**src/rtl/serial_adder_ctrl_if.sv**
```systemverilog
// Operand/result handshake bundle for serial_adder_ctrl.
// The sub signal exists only when SERIAL_ADDER_SUB_EN is defined.
interface serial_adder_ctrl_if #(
   parameter int WIDTH = 8
);
   logic             in_valid;
   logic             in_ready;
   logic [WIDTH-1:0] a;
   logic [WIDTH-1:0] b;
   logic             cin;
`ifdef SERIAL_ADDER_SUB_EN
   logic             sub;
`endif
   logic             out_valid;
   logic             out_ready;
   logic [WIDTH-1:0] sum;
   logic             cout;

   // Both channels use valid/ready: a transfer happens on a rising clk edge
   // where valid and ready are both high; valid must not depend on ready.
   modport master (
`ifdef SERIAL_ADDER_SUB_EN
      output sub,
`endif
      output in_valid, a, b, cin, out_ready,
      input  in_ready, out_valid, sum, cout
   );

   modport slave (
`ifdef SERIAL_ADDER_SUB_EN
      input  sub,
`endif
      input  in_valid, a, b, cin, out_ready,
      output in_ready, out_valid, sum, cout
   );
endinterface

```
**src/rtl/serial_adder_ctrl.sv**
```systemverilog
// Bit-serial WIDTH-bit adder: one full_adder cell, one bit per clock, LSB first.
// Define SERIAL_ADDER_SUB_EN to add the subtract mode (A - B via ~B and carry-in 1).
module full_adder (
   input  logic a_i,
   input  logic b_i,
   input  logic ci_i,
   output logic s_o,
   output logic co_o
);
   assign s_o  = a_i ^ b_i ^ ci_i;
   assign co_o = (a_i & b_i) | (ci_i & (a_i ^ b_i));
endmodule

module serial_adder_ctrl #(
   parameter int WIDTH = 8
) (
   input  logic                  clk_i,
   input  logic                  rst_ni,
   serial_adder_ctrl_if.slave    bus_io,
   output logic                  busy_o,
   output logic [1:0]            state_o
);
   localparam int CW = $clog2(WIDTH);

   typedef enum logic [1:0] {
      S_IDLE = 2'd0,
      S_RUN  = 2'd1,
      S_DONE = 2'd2
   } state_e;

   state_e           state_q, state_d;
   logic [WIDTH-1:0] a_sr_q, a_sr_d;
   logic [WIDTH-1:0] b_sr_q, b_sr_d;
   logic [WIDTH-1:0] sum_q, sum_d;
   logic [CW-1:0]    cnt_q, cnt_d;
   logic             carry_q, carry_d;
   logic             cout_q, cout_d;
   logic             fa_s, fa_co;

   full_adder u_fa (
      .a_i  (a_sr_q[0]),
      .b_i  (b_sr_q[0]),
      .ci_i (carry_q),
      .s_o  (fa_s),
      .co_o (fa_co)
   );

   always_ff @(posedge clk_i or negedge rst_ni) begin
      if (!rst_ni) begin
         state_q <= S_IDLE;
         a_sr_q  <= '0;
         b_sr_q  <= '0;
         sum_q   <= '0;
         cnt_q   <= '0;
         carry_q <= 1'b0;
         cout_q  <= 1'b0;
      end else begin
         state_q <= state_d;
         a_sr_q  <= a_sr_d;
         b_sr_q  <= b_sr_d;
         sum_q   <= sum_d;
         cnt_q   <= cnt_d;
         carry_q <= carry_d;
         cout_q  <= cout_d;
      end
   end

   always_comb begin
      state_d = state_q;
      a_sr_d  = a_sr_q;
      b_sr_d  = b_sr_q;
      sum_d   = sum_q;
      cnt_d   = cnt_q;
      carry_d = carry_q;
      cout_d  = cout_q;
      unique case (state_q)
         S_IDLE: begin
            if (bus_io.in_valid) begin
               a_sr_d  = bus_io.a;
`ifdef SERIAL_ADDER_SUB_EN
               b_sr_d  = bus_io.sub ? ~bus_io.b : bus_io.b;
               carry_d = bus_io.sub | bus_io.cin;
`else
               b_sr_d  = bus_io.b;
               carry_d = bus_io.cin;
`endif
               cnt_d   = '0;
               sum_d   = '0;
               state_d = S_RUN;
            end
         end
         S_RUN: begin
            // Sum bits enter at the MSB so bit 0 lands at position 0 after WIDTH shifts.
            sum_d   = {fa_s, sum_q[WIDTH-1:1]};
            carry_d = fa_co;
            a_sr_d  = {1'b0, a_sr_q[WIDTH-1:1]};
            b_sr_d  = {1'b0, b_sr_q[WIDTH-1:1]};
            if (cnt_q == CW'(WIDTH - 1)) begin
               cout_d  = fa_co;
               state_d = S_DONE;
            end else begin
               cnt_d = cnt_q + 1'b1;
            end
         end
         S_DONE: begin
            if (bus_io.out_ready) state_d = S_IDLE;
         end
         default: state_d = S_IDLE;
      endcase
   end

   assign bus_io.in_ready  = (state_q == S_IDLE);
   assign bus_io.out_valid = (state_q == S_DONE);
   assign bus_io.sum       = sum_q;
   assign bus_io.cout      = cout_q;
   assign busy_o           = (state_q == S_RUN);
   assign state_o          = state_q;
endmodule
```
**src/flat_wrapper.sv**
```systemverilog
// flat-port wrapper written by rule: the top's interface ports become plain ports
module serial_adder_ctrl_flat 
#(
   parameter int WIDTH = 8
)
  (clk_i, rst_ni, busy_o, state_o, bus_io_in_valid, bus_io_a, bus_io_b, bus_io_cin, bus_io_out_ready, bus_io_in_ready, bus_io_out_valid, bus_io_sum, bus_io_cout);
  serial_adder_ctrl_if #(.WIDTH(WIDTH)) bus_io_i ();
  input  logic clk_i;
  input  logic rst_ni;
  output logic busy_o;
  output logic [1:0] state_o;
  input wire logic [$bits(bus_io_i.in_valid)-1:0] bus_io_in_valid;
  input wire logic [$bits(bus_io_i.a)-1:0] bus_io_a;
  input wire logic [$bits(bus_io_i.b)-1:0] bus_io_b;
  input wire logic [$bits(bus_io_i.cin)-1:0] bus_io_cin;
  input wire logic [$bits(bus_io_i.out_ready)-1:0] bus_io_out_ready;
  output wire logic [$bits(bus_io_i.in_ready)-1:0] bus_io_in_ready;
  output wire logic [$bits(bus_io_i.out_valid)-1:0] bus_io_out_valid;
  output wire logic [$bits(bus_io_i.sum)-1:0] bus_io_sum;
  output wire logic [$bits(bus_io_i.cout)-1:0] bus_io_cout;
  assign bus_io_i.in_valid = bus_io_in_valid;
  assign bus_io_i.a = bus_io_a;
  assign bus_io_i.b = bus_io_b;
  assign bus_io_i.cin = bus_io_cin;
  assign bus_io_i.out_ready = bus_io_out_ready;
  assign bus_io_in_ready = bus_io_i.in_ready;
  assign bus_io_out_valid = bus_io_i.out_valid;
  assign bus_io_sum = bus_io_i.sum;
  assign bus_io_cout = bus_io_i.cout;
  serial_adder_ctrl #(.WIDTH(WIDTH)) u_core (.clk_i(clk_i), .rst_ni(rst_ni), .bus_io(bus_io_i), .busy_o(busy_o), .state_o(state_o));
endmodule
```
**config.mk**
```make
export PLATFORM = sky130hd
export DESIGN_NAME = serial_adder_ctrl_flat
export DESIGN_NICKNAME = d
export VERILOG_FILES = /design/src/rtl/serial_adder_ctrl_if.sv /design/src/rtl/serial_adder_ctrl.sv /design/src/flat_wrapper.sv
export SDC_FILE = /design/constraint.sdc
export NUM_CORES = 1
export LEC_CHECK = 0
export ABC_AREA = 1
export CAP_MARGIN = 0
export CORE_ASPECT_RATIO = 1.5
export CORE_MARGIN = 2
export CORE_UTILIZATION = 55
export CTS_BUF_LIST = sky130_fd_sc_hd__clkbuf_4
export DETAILED_ROUTE_END_ITERATION = 12
export MAX_ROUTING_LAYER = met4
export PLACE_DENSITY = 0.84
export RECOVER_POWER = 50
export REMOVE_ABC_BUFFERS = 1
export SETUP_SLACK_MARGIN = 0.4
export SYNTH_ARGS = -nofsm -noshare
export SYNTH_HDL_FRONTEND = slang
export SYNTH_SLANG_ARGS = --single-unit
```
**constraint.sdc**
```tcl
create_clock -name clk_i -period 1.76 [get_ports clk_i]
set_input_delay 0.176 -clock clk_i [delete_from_list [all_inputs] [get_ports clk_i]]
set_output_delay 0.176 -clock clk_i [all_outputs]
set_load 0.02 [all_outputs]
```
---- Word level (Yosys, flattened, before mapping) ----
Index checks and enable logic that the tools add are counted.
word-level totals
  register bits after elaboration ......... 31
  bits in latches ......................... 0
  memory bits (writable) .................. 0
  memory bits (read-only) ................. 0
  input port bits ......................... 21
  output and inout bits ................... 14
  word-level logic and storage cells ...... 41
  memories kept ........................... 0
operators by class
  add/sub/neg operators ................... 1
  $mul .................................... 0
  div/mod/pow operators ................... 0
  $lt $le $gt $ge ......................... 0
  eq/ne operators ......................... 7
  shifts and indexed selects .............. 0
  mux-type cells .......................... 15
  bitwise operators ....................... 5
  reductions and logical operators ........ 6
operator list
  operator               number
  $pmux W8 S2            3
  $mux W8                3
  $mux W2                3
  $mux W3                2
  $ne A2 B2 Y1 const B   3
  $pmux W2 S3            1
  $pmux W3 S2            1
  $reduce_and A3 Y1      2
  $reduce_and A2 Y1      2
  $add A3 B1 Y3 const B  1
  $eq A3 B3 Y1 const B   1
  $and A1 B1 Y1          2
  $eq A2 B1 Y1 const B   1
  $eq A2 B2 Y1 const B   1
  $logic_not A2 Y1       1
  $ne A2 B1 Y1 const B   1
  $pmux W1 S2            1
  $reduce_bool A2 Y1     1
  $xor A1 B1 Y1          2
  $mux W1                1
  $or A1 B1 Y1           1

---- Longest topological paths before layout ----
  depth after elaboration ................. 4
  mapped depth ............................ 7
  gate-level depth less buffers ........... 7

---- By module ----
From an unflattened synthesis, not the netlist that was laid out.
unflattened totals
  cells, all modules ...................... 190
  area, all modules ....................... 1,536.5 µm²
by module, submodules not included
  module             times used  cells each  area each (µm²)  sequential area each (µm²)
  serial_adder_ctrl  1           189         1,516.5          775.7
  full_adder         1           1           20.0             0.0

---- Least setup slack after synthesis ----
No wires, ideal clock.
  kind .................................... flip-flop to flip-flop
  from .................................... register u_core.state_q[0] (netlist: u_core.state_o[0])
  to ...................................... register u_core.cnt_q[0]
  library setup time ...................... 0.118 ns
  data arrival time ....................... 1.274 ns
  required time ........................... 1.642 ns
  setup slack ............................. 0.368 ns
  cell stages (with the launch flop) ...... 6
  buffers on the path ..................... 1
  clock period less this slack ............ 1.392 ns
  cells stage by stage .................... dfrtp_1 -> buf_4 -> nor2_2 -> nand2_1 -> nand3_1 -> nand2_1
on the way
  cells in the longest elaborated chain, start to end .. 3
  elaborated cells on any way between the ends .. 7
  classes of those cells .................. 3 x eq/ne; 1 x mux; 3 x reduce/logical
RTL lines
  item                                                                 RTL line                 text
  from (decl)                                                          serial_adder_ctrl.sv:31  state_e state_q, state_d;
  from (signal assigned)                                               serial_adder_ctrl.sv:58  state_q <= state_d;
  $logic_not A2 Y1 *                                                   -
  named net bus_io_in_ready                                            flat_wrapper.sv:17       output wire logic [$bits(bus_io_i.in_ready)-1:0] bus_io_in_ready;
  $ne A2 B2 Y1 (no source line) or $reduce_bool A2 Y1 (tied branches)  -
  $reduce_and A3 Y1 (no source line)                                   -
  to (signal assigned)                                                 serial_adder_ctrl.sv:62  cnt_q <= cnt_d;
  to (decl)                                                            serial_adder_ctrl.sv:35  logic [CW-1:0] cnt_q, cnt_d;
The timed path passes the listed nets; every way through them passes the cells marked *.
A chain may end at the register's enable or synchronous reset.

---- Worst setup path in the final report ----
  from .................................... register u_core.state_q[0] (netlist: u_core.state_o[0])
  to ...................................... output busy_o
on the way
  cells in the longest elaborated chain, start to end .. 1
RTL lines
  item          RTL line                  text
  $eq A2 B1 Y1  serial_adder_ctrl.sv:116  assign busy_o = (state_q == S_RUN);
  to (decl)     flat_wrapper.sv:10        output logic busy_o;
No other way between the ends.

==> impl_metrics.tcl <==
set metrics [dict create \
    post-route-period-util_pct 81.6 \
    cp.arrival_ns 1.26 \
    root_buffer "clkbuf_4" \
    drv_cap 0 \
    drv_slew 0 \
    insertion_delay_ns 0.34 \
    n_antenna_cell 0 \
    nets 261 \
    drcViolationCount 0 \
    fin_cells 275 \
    rows 23 \
    pin_count 35 \
    max_slew_margin_pct 49.3 \
    synth_top_cell_area_share_pct 51.6 \
    die_x_um 46.7 \
    hold_viol 0 \
    tns_ns 0 \
    final_cell_area_um2 1970 \
    ir_drop_v 0.00102 \
    synthToLayoutAreaGrowth_pct 31.3 \
    max_freq_mhz 696 \
    htree_levels 2 \
    coreArea_um2 2650 \
    cts_tree "done" \
    worstPathCellList "clkbuf_1 -> inv_2 -> nor2_4 -> buf_4" \
    p_per_area_nw_per_um2 1720 \
    setup-violations-final 0 \
    grt_pass1_vias 1337 \
    mostFrequentLayoutCells "112 x nand2_1, 31 x dfrtp_1, 20 x nand3_1" \
    crit_path_start "u_core.state_o[0]$_DFFE_PN0P_" \
    cp_max_fo 4 \
    fin_total_pwr_mw 3.39 \
    min_period_ns 1.44 \
    setup.worst_path.end_class "output port" \
    numPortBuffers 34 \
    hold_start "bus_io_out_ready" \
    cts_sinks 31 \
    path_class "reg2out" \
    netlist_instances 191 \
    place_area_um2 1880 \
    ys_warn_count 0 \
    antenna_found_initial 0 \
    post_synth.cell_area_avg_um2 7.87 \
    via_per_inst 5.07 \
    die_h_um 68.0 \
    cts_made_buffers 5 \
    slowest_delay_ns 0.41 \
    slowest_stage "dfrtp_1" \
    grt_first_pass_wirelength_um 5520 \
    critPathRequiredTime_ns 1.58 \
    drive_gt1_share_pct 12.6 \
    status "finished, final reports clean" \
    dp_cells 262 \
    crit_family "buffers and inverters" \
    grt-ovfl-total 0 \
    crit_buf_inv 3 \
    cts_hold_buf 0 \
    dieArea_um2 3170 \
    ant_nets 0 \
    synth_top_area_cell "dfrtp_1" \
    dr.pass1.iters 4 \
    wl_um 3370 \
    grt_max_degree 32 \
    synth.area.top_cells "dfrtp_1 52%, nand2_1 28%, nand3_1 6.7%" \
    hpwl_um 2340 \
    grt_setup_unrepaired "true" \
    gp_congestion 0.779 \
    syn-cell-area_um2 1500 \
    grt.total_usage_pct 25.5 \
    worstMarginPinSlew_ns 0.761 \
    clock_skew_ns 0.0107 \
    setup_slack_ns 0.324 \
    drtIter0Drc 51 \
    ys_ff_latch 31 \
    min_path_type "in2reg" \
    critPathLaunchType "register" \
    pre_cts_slack_ns 0.286 \
    cts_buffer_depth 2 \
    clkTransAtPathRegs_ns 0.09 \
    start_util_pct 56.8 \
    yosysSeqAreaShare_pct 51.6 \
    yosysUniqueCellTypes 18 \
    avgRoutedWirePerCell_um 12.2 \
    via_count 1393 \
    reg2reg_from "u_core.state_o[0]$_DFFE_PN0P_" \
    p_leak_nw 1.11 \
    final_common_cell "nand2_1" \
]
[through the flow]
step | hold slack (ns) | util (%)
after floorplan | -0.120 | -
after global routing | 0.418 | 74.5
final | 0.407 | 74.5
after CTS | 0.229 | 73.5
after detailed placement | 0.466 | 71.2
after global placement | 0.455 | 71.2
[kinds of logic (layout without fill, tap and decap cells)]
logic type	Yosys count	count (layout)	synth area share (%)
simple gates	136	136	36.8
compound gates	4	4	2.25
fa+ha+maj	3	3	3.00
buf+inv	17	64	6.33
flops	31	31	51.6
[repair_timing]
item / in CTS / in global routing
pin swaps: 1 / 1
gates resized for setup: 25 / 14
buffers inserted: 3 / 2
endpoints found under the setup margin: 14 / 24
[worst register-to-register path, cell delays in order (launching register included)]
cell	delay [ns]
dfrtp_1	0.42
clkbuf_1	0.16
inv_2	0.09
nor2_4	0.04
buf_4	0.17
nand2_1	0.15
clkinv_1	0.13
nand2_1	0.08
nand2_1	0.05
[metal layers]
metal,track usage [%],up-vias,share of wire (%),wire [um]
met5,-,-,0,0
met4,10.4,0,2.5,85
met3,7.39,8,6.1,205
met2,43.1,55,55,1850
met1,27.4,652,36,1220
li1,-,678,-,-
[where the power goes]
part	internal, mW	switching (mW)
combinational	0.695	1.05
clock	0.186	0.240
sequential	1.02	0.192
total	1.91	1.48
[final cells by class]
type,count,area (um^2)
Sequential cell,31,776
Fill cell,208,674
Multi-Input combinational cell,143,637
Timing Repair Buffer,46,417
Clock buffer,7,52.6
Tap cell,37,46.3
Inverter,10,40.0
Clock inverter,1,5.00
[final timing paths]
| kind | cells after the start | endpoint | slack (ns) |
|---|---|---|---|
| worst max-delay path | 4 | busy_o | 0.32 |
| worst min-delay path | 2 | u_core.state_o[1]$_DFFE_PN0P_ | 0.41 |
| worst max register to register | 8 | u_core.cnt_q[1]$_DFFE_PN0P_ | 0.37 |
| worst min register to register | 2 | u_core.bus_io.sum[0]$_DFFE_PN0P_ | 0.48 |
| max in group asynchronous | 2 | u_core.state_o[0]$_DFFE_PN0P_ | 0.84 |
| min in group asynchronous | 2 | u_core.bus_io.sum[7]$_DFFE_PN0P_ | 0.43 |
[cells in the mapped netlist, drive strengths merged]
cell,n
nand3,20
dfrtp,31
nand2,113
o31ai,1
inv,9
buf,7
o21ai,3
ha,2
clkinv,1
fa,1
nor2,3
[flip-flops by register name (all words and copies together) (netlist names)]
signal / cells
u_core.cnt_q: 3
u_core.state_o: 2
u_core.bus_io.cout: 1
u_core.carry_q: 1
u_core.b_sr_q: 8
u_core.bus_io.sum: 8
u_core.a_sr_q: 8
Power figures use the tool's default switching activity.
